## src/rtl/video_pkg.sv

```systemverilog
// Shared definitions for the raster video source blocks: FSM states,
// pixel output modes, RGB byte lanes and the gray helper.
package video_pkg;

    typedef enum logic [2:0] {
        ST_IDLE  = 3'd0,
        ST_VSYNC = 3'd1,
        ST_HSYNC = 3'd2,
        ST_DATA  = 3'd3,
        ST_DRAIN = 3'd4
    } vstate_e;

    localparam logic [1:0] MODE_RGB     = 2'd0;
    localparam logic [1:0] MODE_GRAY    = 2'd1;
    localparam logic [1:0] MODE_INVGRAY = 2'd2;
    localparam logic [1:0] MODE_INVRGB  = 2'd3;

    localparam int LANE_R = 16;
    localparam int LANE_G = 8;
    localparam int LANE_B = 0;

    // Exact floor((R+G+B)/3); the 10-bit sum cannot overflow (max 765).
    function automatic logic [7:0] gray_of(input logic [23:0] px);
        logic [9:0] sum;
        sum = 10'(px[LANE_R +: 8]) + 10'(px[LANE_G +: 8]) + 10'(px[LANE_B +: 8]);
        return 8'(sum / 10'd3);
    endfunction

endpackage

```

## src/rtl/pixel_mode_convert.sv

```systemverilog
// Combinational pixel conversion: passthrough, gray, inverted gray or
// inverted RGB on a packed {R,G,B} word.
module pixel_mode_convert
    import video_pkg::*;
(
    input  logic [23:0] pix_i,
    input  logic [1:0]  mode_i,
    output logic [23:0] pix_o
);

    logic [7:0] gray;

    always_comb begin
        gray  = gray_of(pix_i);
        pix_o = pix_i;
        case (mode_i)
            MODE_GRAY:    pix_o = {gray, gray, gray};
            MODE_INVGRAY: pix_o = {~gray, ~gray, ~gray};
            MODE_INVRGB:  pix_o = ~pix_i;
            default:      pix_o = pix_i;
        endcase
    end

endmodule

```

## src/rtl/video_frame_streamer.sv

```systemverilog
// Raster video source: reads a frame buffer with 1-cycle read latency and
// streams converted pixels with VSYNC/HSYNC framing on a DE/ready handshake.
//   state | meaning
//   IDLE  | waiting for start
//   VSYNC | frame sync, VSYNC_DELAY cycles
//   HSYNC | line preamble, HSYNC high for its first 2 cycles
//   DATA  | one frame-buffer read per ready cycle
//   DRAIN | wait for the line's last pixel to leave
module video_frame_streamer
    import video_pkg::*;
#(
    parameter int WIDTH       = 768,
    parameter int HEIGHT      = 512,
    parameter int VSYNC_DELAY = 100,
    parameter int HSYNC_DELAY = 160,
    parameter int BOTTOM_UP   = 1,
    parameter int ADDR_W      = 20
) (
    input  logic              HCLK,
    input  logic              HRESETn,
    input  logic              start,
    input  logic [1:0]        mode,
    output logic              mem_rd,
    output logic [ADDR_W-1:0] mem_addr,
    input  logic [23:0]       mem_rdata,
    input  logic              out_ready,
    output logic              VSYNC,
    output logic              HSYNC,
    output logic              DE,
    output logic [7:0]        DATA_R,
    output logic [7:0]        DATA_G,
    output logic [7:0]        DATA_B,
    output logic              busy,
    output logic              frame_done
);

    localparam int COL_W   = (WIDTH > 1) ? $clog2(WIDTH) : 1;
    localparam int ROW_W   = (HEIGHT > 1) ? $clog2(HEIGHT) : 1;
    localparam int CNT_MAX = (VSYNC_DELAY > HSYNC_DELAY) ? VSYNC_DELAY : HSYNC_DELAY;
    localparam int CNT_W   = (CNT_MAX > 1) ? $clog2(CNT_MAX) : 1;

    localparam logic [COL_W-1:0] COL_LAST = COL_W'(WIDTH - 1);
    localparam logic [ROW_W-1:0] ROW_LAST = ROW_W'(HEIGHT - 1);
    localparam logic [CNT_W-1:0] VS_LAST  = CNT_W'(VSYNC_DELAY - 1);
    localparam logic [CNT_W-1:0] HS_LAST  = CNT_W'(HSYNC_DELAY - 1);

    vstate_e           state_q, state_d;
    logic [CNT_W-1:0]  cnt_q, cnt_d;
    logic [COL_W-1:0]  col_q, col_d;
    logic [ROW_W-1:0]  row_q, row_d;
    logic [1:0]        mode_q, mode_d;
    logic              rd_q;
    logic              de_q, de_d;
    logic [23:0]       pix_q, pix_d;
    logic [23:0]       skid_q, skid_d;
    logic              skid_v_q, skid_v_d;

    logic              rd_c;
    logic              drain_ok;
    logic              done_c;
    logic [23:0]       conv_pix;
    logic [ADDR_W-1:0] row_img;
    logic [ADDR_W-1:0] addr_calc;

    pixel_mode_convert u_convert (
        .pix_i  (mem_rdata),
        .mode_i (mode_q),
        .pix_o  (conv_pix)
    );

    always_comb begin
        row_img   = (BOTTOM_UP != 0) ? (ADDR_W'(HEIGHT - 1) - ADDR_W'(row_q)) : ADDR_W'(row_q);
        addr_calc = row_img * ADDR_W'(WIDTH) + ADDR_W'(col_q);
    end

    always_comb begin
        state_d  = state_q;
        cnt_d    = cnt_q;
        col_d    = col_q;
        row_d    = row_q;
        mode_d   = mode_q;
        done_c   = 1'b0;
        rd_c     = (state_q == ST_DATA) && out_ready;
        drain_ok = !rd_q && !skid_v_q && (!de_q || out_ready);
        case (state_q)
            ST_IDLE: begin
                if (start) begin
                    state_d = ST_VSYNC;
                    cnt_d   = '0;
                    col_d   = '0;
                    row_d   = '0;
                    mode_d  = mode;
                end
            end
            ST_VSYNC: begin
                if (cnt_q == VS_LAST) begin
                    state_d = ST_HSYNC;
                    cnt_d   = '0;
                end else begin
                    cnt_d = cnt_q + CNT_W'(1);
                end
            end
            ST_HSYNC: begin
                if (cnt_q == HS_LAST) begin
                    state_d = ST_DATA;
                    cnt_d   = '0;
                end else begin
                    cnt_d = cnt_q + CNT_W'(1);
                end
            end
            ST_DATA: begin
                if (rd_c) begin
                    if (col_q == COL_LAST) begin
                        col_d   = '0;
                        state_d = ST_DRAIN;
                    end else begin
                        col_d = col_q + COL_W'(1);
                    end
                end
            end
            ST_DRAIN: begin
                if (drain_ok) begin
                    if (row_q == ROW_LAST) begin
                        state_d = ST_IDLE;
                        row_d   = '0;
                        done_c  = 1'b1;
                    end else begin
                        state_d = ST_HSYNC;
                        row_d   = row_q + ROW_W'(1);
                        cnt_d   = '0;
                    end
                end
            end
            default: state_d = ST_IDLE;
        endcase
    end

    // Output stage with a 1-entry skid: a return arriving while the
    // output is stalled is parked and emitted before anything newer.
    always_comb begin
        de_d     = de_q;
        pix_d    = pix_q;
        skid_d   = skid_q;
        skid_v_d = skid_v_q;
        if (!de_q || out_ready) begin
            if (skid_v_q) begin
                pix_d    = skid_q;
                de_d     = 1'b1;
                skid_v_d = 1'b0;
            end else if (rd_q) begin
                pix_d = conv_pix;
                de_d  = 1'b1;
            end else begin
                de_d = 1'b0;
            end
        end else if (rd_q) begin
            skid_d   = conv_pix;
            skid_v_d = 1'b1;
        end
    end

    always_ff @(posedge HCLK or negedge HRESETn) begin
        if (!HRESETn) begin
            state_q  <= ST_IDLE;
            cnt_q    <= '0;
            col_q    <= '0;
            row_q    <= '0;
            mode_q   <= MODE_RGB;
            rd_q     <= 1'b0;
            de_q     <= 1'b0;
            pix_q    <= '0;
            skid_q   <= '0;
            skid_v_q <= 1'b0;
        end else begin
            state_q  <= state_d;
            cnt_q    <= cnt_d;
            col_q    <= col_d;
            row_q    <= row_d;
            mode_q   <= mode_d;
            rd_q     <= rd_c;
            de_q     <= de_d;
            pix_q    <= pix_d;
            skid_q   <= skid_d;
            skid_v_q <= skid_v_d;
        end
    end

    assign mem_rd     = rd_c;
    assign mem_addr   = rd_c ? addr_calc : '0;
    assign VSYNC      = (state_q == ST_VSYNC);
    assign HSYNC      = (state_q == ST_HSYNC) && (cnt_q <= CNT_W'(1));
    assign DE         = de_q;
    assign DATA_R     = pix_q[LANE_R +: 8];
    assign DATA_G     = pix_q[LANE_G +: 8];
    assign DATA_B     = pix_q[LANE_B +: 8];
    assign busy       = (state_q != ST_IDLE);
    assign frame_done = done_c;

endmodule

```

## config.mk

```make
export PLATFORM = sky130hd
export DESIGN_NAME = video_frame_streamer
export DESIGN_NICKNAME = d
export VERILOG_FILES = /design/src/rtl/video_pkg.sv /design/src/rtl/pixel_mode_convert.sv /design/src/rtl/video_frame_streamer.sv
export SDC_FILE = /design/constraint.sdc
export NUM_CORES = 1
export LEC_CHECK = 0
export CAP_MARGIN = 10
export CORE_ASPECT_RATIO = 0.8
export CORE_MARGIN = 4
export CORE_UTILIZATION = 63
export CTS_BUF_LIST = sky130_fd_sc_hd__clkbuf_8
export CTS_CLUSTER_SIZE = 40
export DETAILED_ROUTE_END_ITERATION = 7
export PLACE_DENSITY_LB_ADDON = 0.3
export SLEW_MARGIN = 5
export SYNTH_ARGS = -nofsm -noshare
export SYNTH_HDL_FRONTEND = slang
export SYNTH_SLANG_ARGS = --single-unit
```

## constraint.sdc

```tcl
create_clock -name HCLK -period 4.2 [get_ports HCLK]
set_input_delay 0.63 -clock HCLK [delete_from_list [all_inputs] [get_ports HCLK]]
set_output_delay 0.63 -clock HCLK [all_outputs]
set_load 0.02 [all_outputs]
```

==> results of run 1 <==
repair_timing:
| action | CTS |
|---|---|
| resized for setup | 153 |
| cloned | 0 |
| setup buffers | 26 |
| hold buffers | 0 |
| endpoints found under the setup margin | 52 |
| pin swaps | 80 |
layer usage:
metal	overflow	global-route usage, %
met2	811	129
met1	9	85.7
met3	4	69.8
met5	0	12.1
met4	345	117
Yosys cell counts (all sizes together) (12+ instances only):
cell type,instances
nand2b,15
mux2,14
nand2,122
a21oi,63
o21ai,106
nor3,18
inv,35
ha,41
xor2,14
clkbuf,37
dfrtp,83
nand3,23
nor2,86
o211ai,14
xnor2,22
a31oi,12
and3,22
per-stage QoR:
step | setup TNS (ns) | std cells | hold slack [ns] | setup slack (ns)
after floorplan | -22.44 | 859 | 0.334 | -1.14
after global placement | -63.72 | 1156 | 0.451 | -1.81
after detailed placement | -73.25 | 1156 | 0.470 | -2.15
after CTS | -28.55 | 1196 | 0.471 | -1.16
kinds of logic after synthesis:
group,synth area share (%)
adder cells (fa/ha/maj),8.94
multiplexers,3.43
AND/OR/NAND/NOR,21.9
AO/OA/AOI/OAI,25.9
flip-flops,30.8
XOR/XNOR,4.68
buffers and inverters,4.36
==> run_results.csv, run 1 <==
group,metric,value,unit
status,outcome,"stopped before the end",
status,lastStage,"global routing",
status,tool.error,"[ERROR GRT-0232] Routing congestion too high. Check the congestion heatmap in the GUI.",
synthesis,synth_nets,934,
floorplanning,start_util,65.1,%
synthesis,synth_top_cell_by_area,"dfrtp_1",
synthesis,syn-mean-instance-area,7.85,µm²
synthesis,ys_async_sr_fraction,100,%
cts,cts_root_buf,"clkbuf_8",
floorplanning,dieWidth,124,µm
global_route,grt_overflow,1169,
floorplanning,boundaryPins,80,
synthesis,synth-main-ff-cell,"dfrtp_1",
placement,place_congestion,0.999,
synthesis,yosysWarnings,0,
synthesis,yosysSeqAreaShare,30.8,%
synthesis,syn-cell-area,0.00674,mm²
synthesis,ys_ff_latch,83,
placement,post_dp_cell_area,0.00864,mm²
cts,cts-htree-levels,3,
floorplanning,die_h,101,µm
synthesis,synth_cell_type_count,76,
synthesis,syn_inst,859,
cts,cts_buffer_depth,2,
floorplanning,rows,33,
placement,dpl.hpwl,16200,µm
global_route,track_usage,97.1,%
synthesis,synth_edf_count,0,
placement,portBuffers,79,
synthesis,synth_top_area_share,30.8,%
cts,clock_sinks,83,
timing,worst_path_end_type,"register data pin",
timing,grt_worst_setup_endpoint,"pix_q[8]$_DFFE_PN0P_/D",
cts,cts_buffers,9,
global_route,grt_max_degree,84,
synthesis,synth.area.top_cells,"dfrtp_1, ha_1, nand2_1",
==> run 2, diff against run 1 <==
- CORE_ASPECT_RATIO: 0.8 -> unset
- CORE_UTILIZATION: 63 -> 40
- CTS_BUF_LIST: sky130_fd_sc_hd__clkbuf_8 -> unset
- CTS_CLUSTER_SIZE: 40 -> unset
- PLACE_DENSITY_LB_ADDON: 0.3 -> 0.15
==> run 2 against run 1 <==
The flow now finishes, with violations (setup timing). Area after synthesis is the same. Synthesized cell count stayed put.
==> run_results.csv, run 2 <==
group,metric,value,unit
status,outcome,"complete, but fails checks",
status,violations,"setup timing",
cts,cts-htree-levels,3,
synthesis,syn-cell-area,0.00674,mm²
setup_path,cp-start-kind,"input port",
timing,hold_ws,0.361,ns
timing,relSlewSlack,47.1,%
synthesis,yosysMostFrequentCell,"nand2_1",
synthesis,syn-mean-instance-area,7.85,µm²
timing,max_slew.worst_pin.slew,0.791,ns
floorplanning,rows,47,
power_and_ir_drop,ir_worst_vdd,400,µV
synthesis,yosysWarnings,0,
cts,tritoncts,"built",
detailed_routing,wire_per_inst,15.4,µm
detailed_routing,drt-pass1-iter-count,5,
synthesis,synth_cell_type_count,76,
synthesis,ys_ff_latch,83,
synthesis,synth_top_area_share,30.8,%
detailed_routing,ant_nets,0,
timing,period_needed,5.34,ns
detailed_routing,drc,0,
global_route,first_global_vias,6556,
cells_and_area,layout_common_cells,"buf_4, nand2_1, dfrtp_1",
cells_and_area,nets,1142,
cts,clk_pin_slew,0.06,ns
cts,clkLatencyLatePin,0.35,ns
cts,cts_buffer_depth,2,
setup_path,worstSetupPathType,"in -> reg",
setup_path,crit_arrival,5.59,ns
global_route,grt_pass1_wl,31900,µm
floorplanning,boundaryPins,80,
synthesis,ys_async_sr_fraction,100,%
synthesis,yosysSeqAreaShare,30.8,%
global_route,track_usage,20.8,%
synthesis,synth_edf_count,0,
job,max_cap_viol_count,0,
timing,final.setup_skew,0.0113,ns
setup_path,required,4.44,ns
cells_and_area,final_common_cell,"buf_4",
cts,cts_root_buf,"clkbuf_16",
floorplanning,die_area,0.0190,mm²
timing,fin_crit_sh,127,%
setup_path,worstSetupEndpointType,"flop",
floorplanning,die_h,138,µm
synthesis,synth_common_cells,"nand2_1, o21ai_0, nor2_1",
timing,hold_viol_final,0,
synthesis,syn_inst,859,
floorplanning,start_util,40.8,%
cells_and_area,reg_top3,"pix_q: 24 flops, skid_q: 24 flops, col_q: 10 flops",
timing,layout_setup_ws,-1.14,ns
power_and_ir_drop,power,0.00749,W
detailed_routing,drt-initial-drc-count,419,
placement,dpl.hpwl,14600,µm
setup_path,crit_fanout,4,
global_route,antenna_found_initial,0,
cells_and_area,drive_above_1_share,31.5,%
synthesis,synth.area.top_cells,"dfrtp_1, ha_1, nand2_1",
power_and_ir_drop,powerDensity,744,mW/mm²
synthesis,synth_top_cell_by_area,"dfrtp_1",
global_route,grt_max_degree,64,
cells_and_area,diodes,0,
placement,portBuffers,79,
synthesis,synth-main-ff-cell,"dfrtp_1",
detailed_routing,postRouteWirelength,19800,µm
synthesis,synth_nets,934,
power_and_ir_drop,power.leakage,4.33,nW
cells_and_area,fill_cells,1463,
global_route,grt_overflow,0,
timing,grt_setup_unrepaired,"yes",
cells_and_area,area_delta_synth_final,49.3,%
placement,dp_slack,-1.96,ns
floorplanning,core,0.0165,mm²
cts,clock_sinks,83,
cts,cts_buffers,9,
timing,setup_viol,42,
detailed_routing,via_count,6873,
placement,place_congestion,0.897,
timing,max_freq,0.187,GHz
detailed_routing,vias_per_cell,5.32,
worst_hold_path,hp-class,"in -> async",
floorplanning,dieWidth,138,µm
timing,drv_slew,0,
cts,hold_buffers,0,
## run 2: final timing paths
kind / slack, ns / endpoint / startpoint / depth (start not counted)
worst max-delay path: -1.14 / pix_q[0]$_DFFE_PN0P_ / mem_rdata[9] / 28
worst min-delay path: 0.36 / pix_q[1]$_DFFE_PN0P_ / HRESETn / 1
worst max register to register: 1.45 / col_q[9]$_DFFE_PN0P_ / state_q[2]$_DFFE_PN0P_ / 9
worst min register to register: 0.47 / pix_q[12]$_DFFE_PN0P_ / pix_q[12]$_DFFE_PN0P_ / 2
min in group HCLK: 0.47 / pix_q[12]$_DFFE_PN0P_ / pix_q[12]$_DFFE_PN0P_ / 2
max in group asynchronous: 2.99 / row_q[0]$_DFFE_PN0P_ / HRESETn / 2
## run 2: critical path: stages
cell and delay, ns:
buf_6 0.10, ha_4 0.25, a21o_1 0.12, a21oi_2 0.07
buf_4 0.13, buf_4 0.12, buf_4 0.12, buf_4 0.13
xnor2_2 0.13, ha_1 0.33, o211ai_1 0.16, buf_4 0.18
o21ai_2 0.20, xnor2_2 0.14, or4_1 0.50, a211o_1 0.37
o311a_4 0.17, nand3_4 0.10, o221a_4 0.22, nand2_4 0.06
ha_4 0.19, buf_6 0.12, o221ai_2 0.05, o21ai_2 0.09
a311o_1 0.37, a22oi_2 0.21, nor2_2 0.07, o311ai_2 0.24
## run 2: cells by family after synthesis
kind of cell | count (synthesis) | share of synthesized area (%)
simple gates | 323 | 21.9
compound gates | 274 | 25.9
flops | 83 | 30.8
buf+inv | 76 | 4.36
fa+ha+maj | 46 | 8.94
xor+xnor | 36 | 4.68
mux | 21 | 3.43
## run 2: power by group
group / total [W] / switching, W / internal [W] / leakage, nW
Sequential: 0.00119 / 0.000169 / 0.00102 / 1.08
Clock: 0.000829 / 0.000344 / 0.000484 / 0.155
Combinational: 0.00547 / 0.00285 / 0.00262 / 3.10
Total: 0.00749 / 0.00336 / 0.00413 / 4.33
## run 2: final cells by class
class | instances | area, µm² | share of cell area (%)
multi-input cells | 700 | 5240 | 52.0
flip-flops and latches | 83 | 2080 | 20.6
repair buffers | 237 | 2030 | 20.1
well taps | 220 | 275 | 2.73
clock buffers | 10 | 239 | 2.37
inverters | 36 | 138 | 1.37
clock inverters | 6 | 72.6 | 0.721
## run 2: stage by stage
stage	TNS, ns	instances	cell area, µm²	util [%]
2_1_floorplan	-22.44	859	6960	-
3_3_place_gp	-63.80	1239	8770	53.1
3_5_place_dp	-67.47	1239	8770	53.1
4_1_cts	-25.25	1276	9590	58.0
5_1_grt	-36.18	1292	10100	60.9
6_report	-27.07	1292	10100	60.9
## run 2: timing repair
item                       in CTS  in global routing
setup endpoints to repair      51                 52
resized for setup             116                112
pin swaps                      67                 72
setup buffers                  21                 22
## run 2: per-layer routing
layer  vias up  GRT usage [%]  wire length, µm
met5         -              0                0
met4         0           5.82              363
met3        21           3.03              739
met2       129           34.2             9420
met1      3244           28.4             9310
li1       3479              -                -
(Power assumes the default switching activity.)
==> run 3, diff against run 2 <==
- CORE_ASPECT_RATIO: unset -> 1.1
- CORE_UTILIZATION: 40 -> 60
- SKIP_CTS_REPAIR_TIMING: unset -> 1
==> run 3 against run 2 <==
Count of clock-buffer cells in the layout fell by 1. Highest routed layer unchanged. The flow still finishes with violations (setup timing). Flip-flop and latch count did not move. Clock skew fell by 0.0024 ns. Clock power fell by 10%. Critical path depth rose by 1. Largest cell class unchanged. Critical path type unchanged.
==> run_results.csv, run 3 (synthesis results as in run 2) <==
group,metric,value,unit
setup_path,critPathSlowestCell,"o211ai_1",
detailed_routing,postRouteWirelength,25900,µm
global_route,grt_max_degree,57,
global_route,first_global_vias,7245,
cts,cts_buffers,9,
timing,fin_crit_sh,139,%
power_and_ir_drop,power.leakage,4.24,nW
power_and_ir_drop,powerDensity,801,mW/mm²
timing,period_needed,5.86,ns
power_and_ir_drop,seq_power_share,15.8,%
cells_and_area,drive_above_1_share,28.2,%
timing,hold_viol_final,0,
global_route,grt_overflow,0,
power_and_ir_drop,power,0.00770,W
cells_and_area,layout_common_cells,"buf_4, nand2_1, dfrtp_1",
timing,setup_viol,48,
cells_and_area,area_delta_synth_final,42.5,%
power_and_ir_drop,switching_share,48.7,%
setup_path,worstSetupEndpointType,"flop",
placement,portBuffers,79,
cts,tritoncts,"built",
cts,clk_pin_slew,0.06,ns
worst_hold_path,hp-class,"in -> async",
job,max_cap_viol_count,0,
cts,clkLatencyLatePin,0.35,ns
detailed_routing,vias_per_cell,6.62,
detailed_routing,via_count,7935,
floorplanning,boundaryPins,80,
power_and_ir_drop,p_comb_share,74.6,%
timing,relSlewSlack,25.3,%
timing,grt_setup_unrepaired,"yes",
power_and_ir_drop,p_clk_share,9.7,%
timing,max_slew.worst_pin.slew,1.12,ns
setup_path,cp-start-kind,"input port",
cells_and_area,finalNonFillerCells,1198,
timing,final.setup_skew,0.00881,ns
detailed_routing,wire_per_inst,21.6,µm
placement,place_congestion,0.998,
detailed_routing,drt-pass1-iter-count,6,
power_and_ir_drop,switchingPower,0.00375,W
placement,placed_cells,1160,
detailed_routing,drc,0,
setup_path,reg2reg_depth,9,
setup_path,required,4.44,ns
floorplanning,dieWidth,109,µm
cts,clock_sinks,83,
floorplanning,die_area,0.0130,mm²
cells_and_area,multiInputGateArea,0.00506,mm²
global_route,grt_pass1_wl,33700,µm
cts,cts-htree-levels,3,
cells_and_area,diodes,0,
floorplanning,start_util,61.5,%
global_route,antenna_found_initial,0,
setup_path,slowest_delay,0.52,ns
setup_path,timing.rr.start,"state_q[2]$_DFFE_PN0P_",
floorplanning,die_h,119,µm
timing,drv_slew,0,
cells_and_area,fill_cells,539,
power_and_ir_drop,internal_power,0.00395,W
placement,dp_slack,-2.07,ns
cells_and_area,nets,1121,
detailed_routing,drt-initial-drc-count,933,
cells_and_area,ff_latch_area,0.00208,mm²
setup_path,crit_path_start,"mem_rdata[16]",
floorplanning,rows,40,
setup_path,crit_fanout,6,
setup_path,cp_common_cell,"o211ai_1",
floorplanning,core,0.0110,mm²
power_and_ir_drop,ir_worst_vdd,480,µV
timing,layout_setup_ws,-1.66,ns
status,outcome,"complete, but fails checks",
global_route,track_usage,32.1,%
cells_and_area,final_common_cell,"buf_4",
cts,cts_buffer_depth,2,
setup_path,crit_arrival,6.10,ns
status,violations,"setup timing",
cts,cts_root_buf,"clkbuf_16",
cells_and_area,reg_top3,"pix_q: 24 flops, skid_q: 24 flops, col_q: 10 flops",
placement,dpl.hpwl,15400,µm
setup_path,worstSetupPathType,"in -> reg",
cells_and_area,finish.utilization,87.7,%
timing,max_freq,0.171,GHz
detailed_routing,ant_nets,0,
run 3: changes by cell type in the layout (fill, tap and decap cells not counted), moves of 5 or more:
cell            change
o21ai_0             +5
buf_6               -6
o21ai_2             -6
buf_4              -15
dlymetal6s2s_1      +7
dlygate4sd2_1       -7
a21oi_1             +9
a21oi_2             -7
run 3: power by group through the flow:
stage          combinational (W)  sequential (W)  clock [W]
6_report                 0.00574         0.00121   0.000744
3_3_place_gp             0.00411         0.00118          0
3_5_place_dp             0.00428         0.00120          0
4_1_cts                  0.00433         0.00119   0.000739
2_1_floorplan            0.00268         0.00128          0
5_1_grt                  0.00603         0.00123   0.000773
run 3: final timing paths:
| path | endpoint | slack (ns) |
|---|---|---|
| max | pix_q[0]$_DFFE_PN0P_ | -1.66 |
| min | skid_q[17]$_DFFE_PN0P_ | 0.37 |
| max reg2reg | col_q[9]$_DFFE_PN0P_ | 1.28 |
| min reg2reg | pix_q[3]$_DFFE_PN0P_ | 0.50 |
| max in group asynchronous | skid_q[21]$_DFFE_PN0P_ | 2.96 |
| min in group HCLK | pix_q[3]$_DFFE_PN0P_ | 0.50 |
run 3: worst max-delay path: cells and delay by family:
family                   cells  cell delay, ns
AO/OA/AOI/OAI               10            2.49
XOR/XNOR                     1            0.12
adder cells (fa/ha/maj)      4            1.17
buffers and inverters        4            0.53
AND/OR/NAND/NOR             10            1.17
run 3: stage by stage:
stage	hold slack [ns]	TNS [ns]	instance area [µm²]
floorplan	0.334	-22.44	6960
global placement	0.454	-61.91	8630
detailed placement	0.473	-71.26	8630
CTS	0.394	-56.03	8900
global route	0.426	-60.15	9610
finish	0.369	-47.45	9610
run 3: per-layer routing:
metal  GRT usage, %  wire length [µm]  share of wire (%)  vias up
met5              0                 0                  0        -
met3           7.53              2570                9.9      207
li1               -                 -                  -     3436
met2           55.5             12500                 48      582
met1           37.0              8880                 34     3710
met4           14.8              1910                7.4        0
run 3: cell type report:
type,instances,share of cell area (%)
Tap cell,147,1.91
Sequential cell,83,21.6
Inverter,36,1.46
Clock inverter,7,0.469
Clock buffer,9,2.34
Timing Repair Buffer,216,19.5
Multi-Input combinational cell,700,52.7
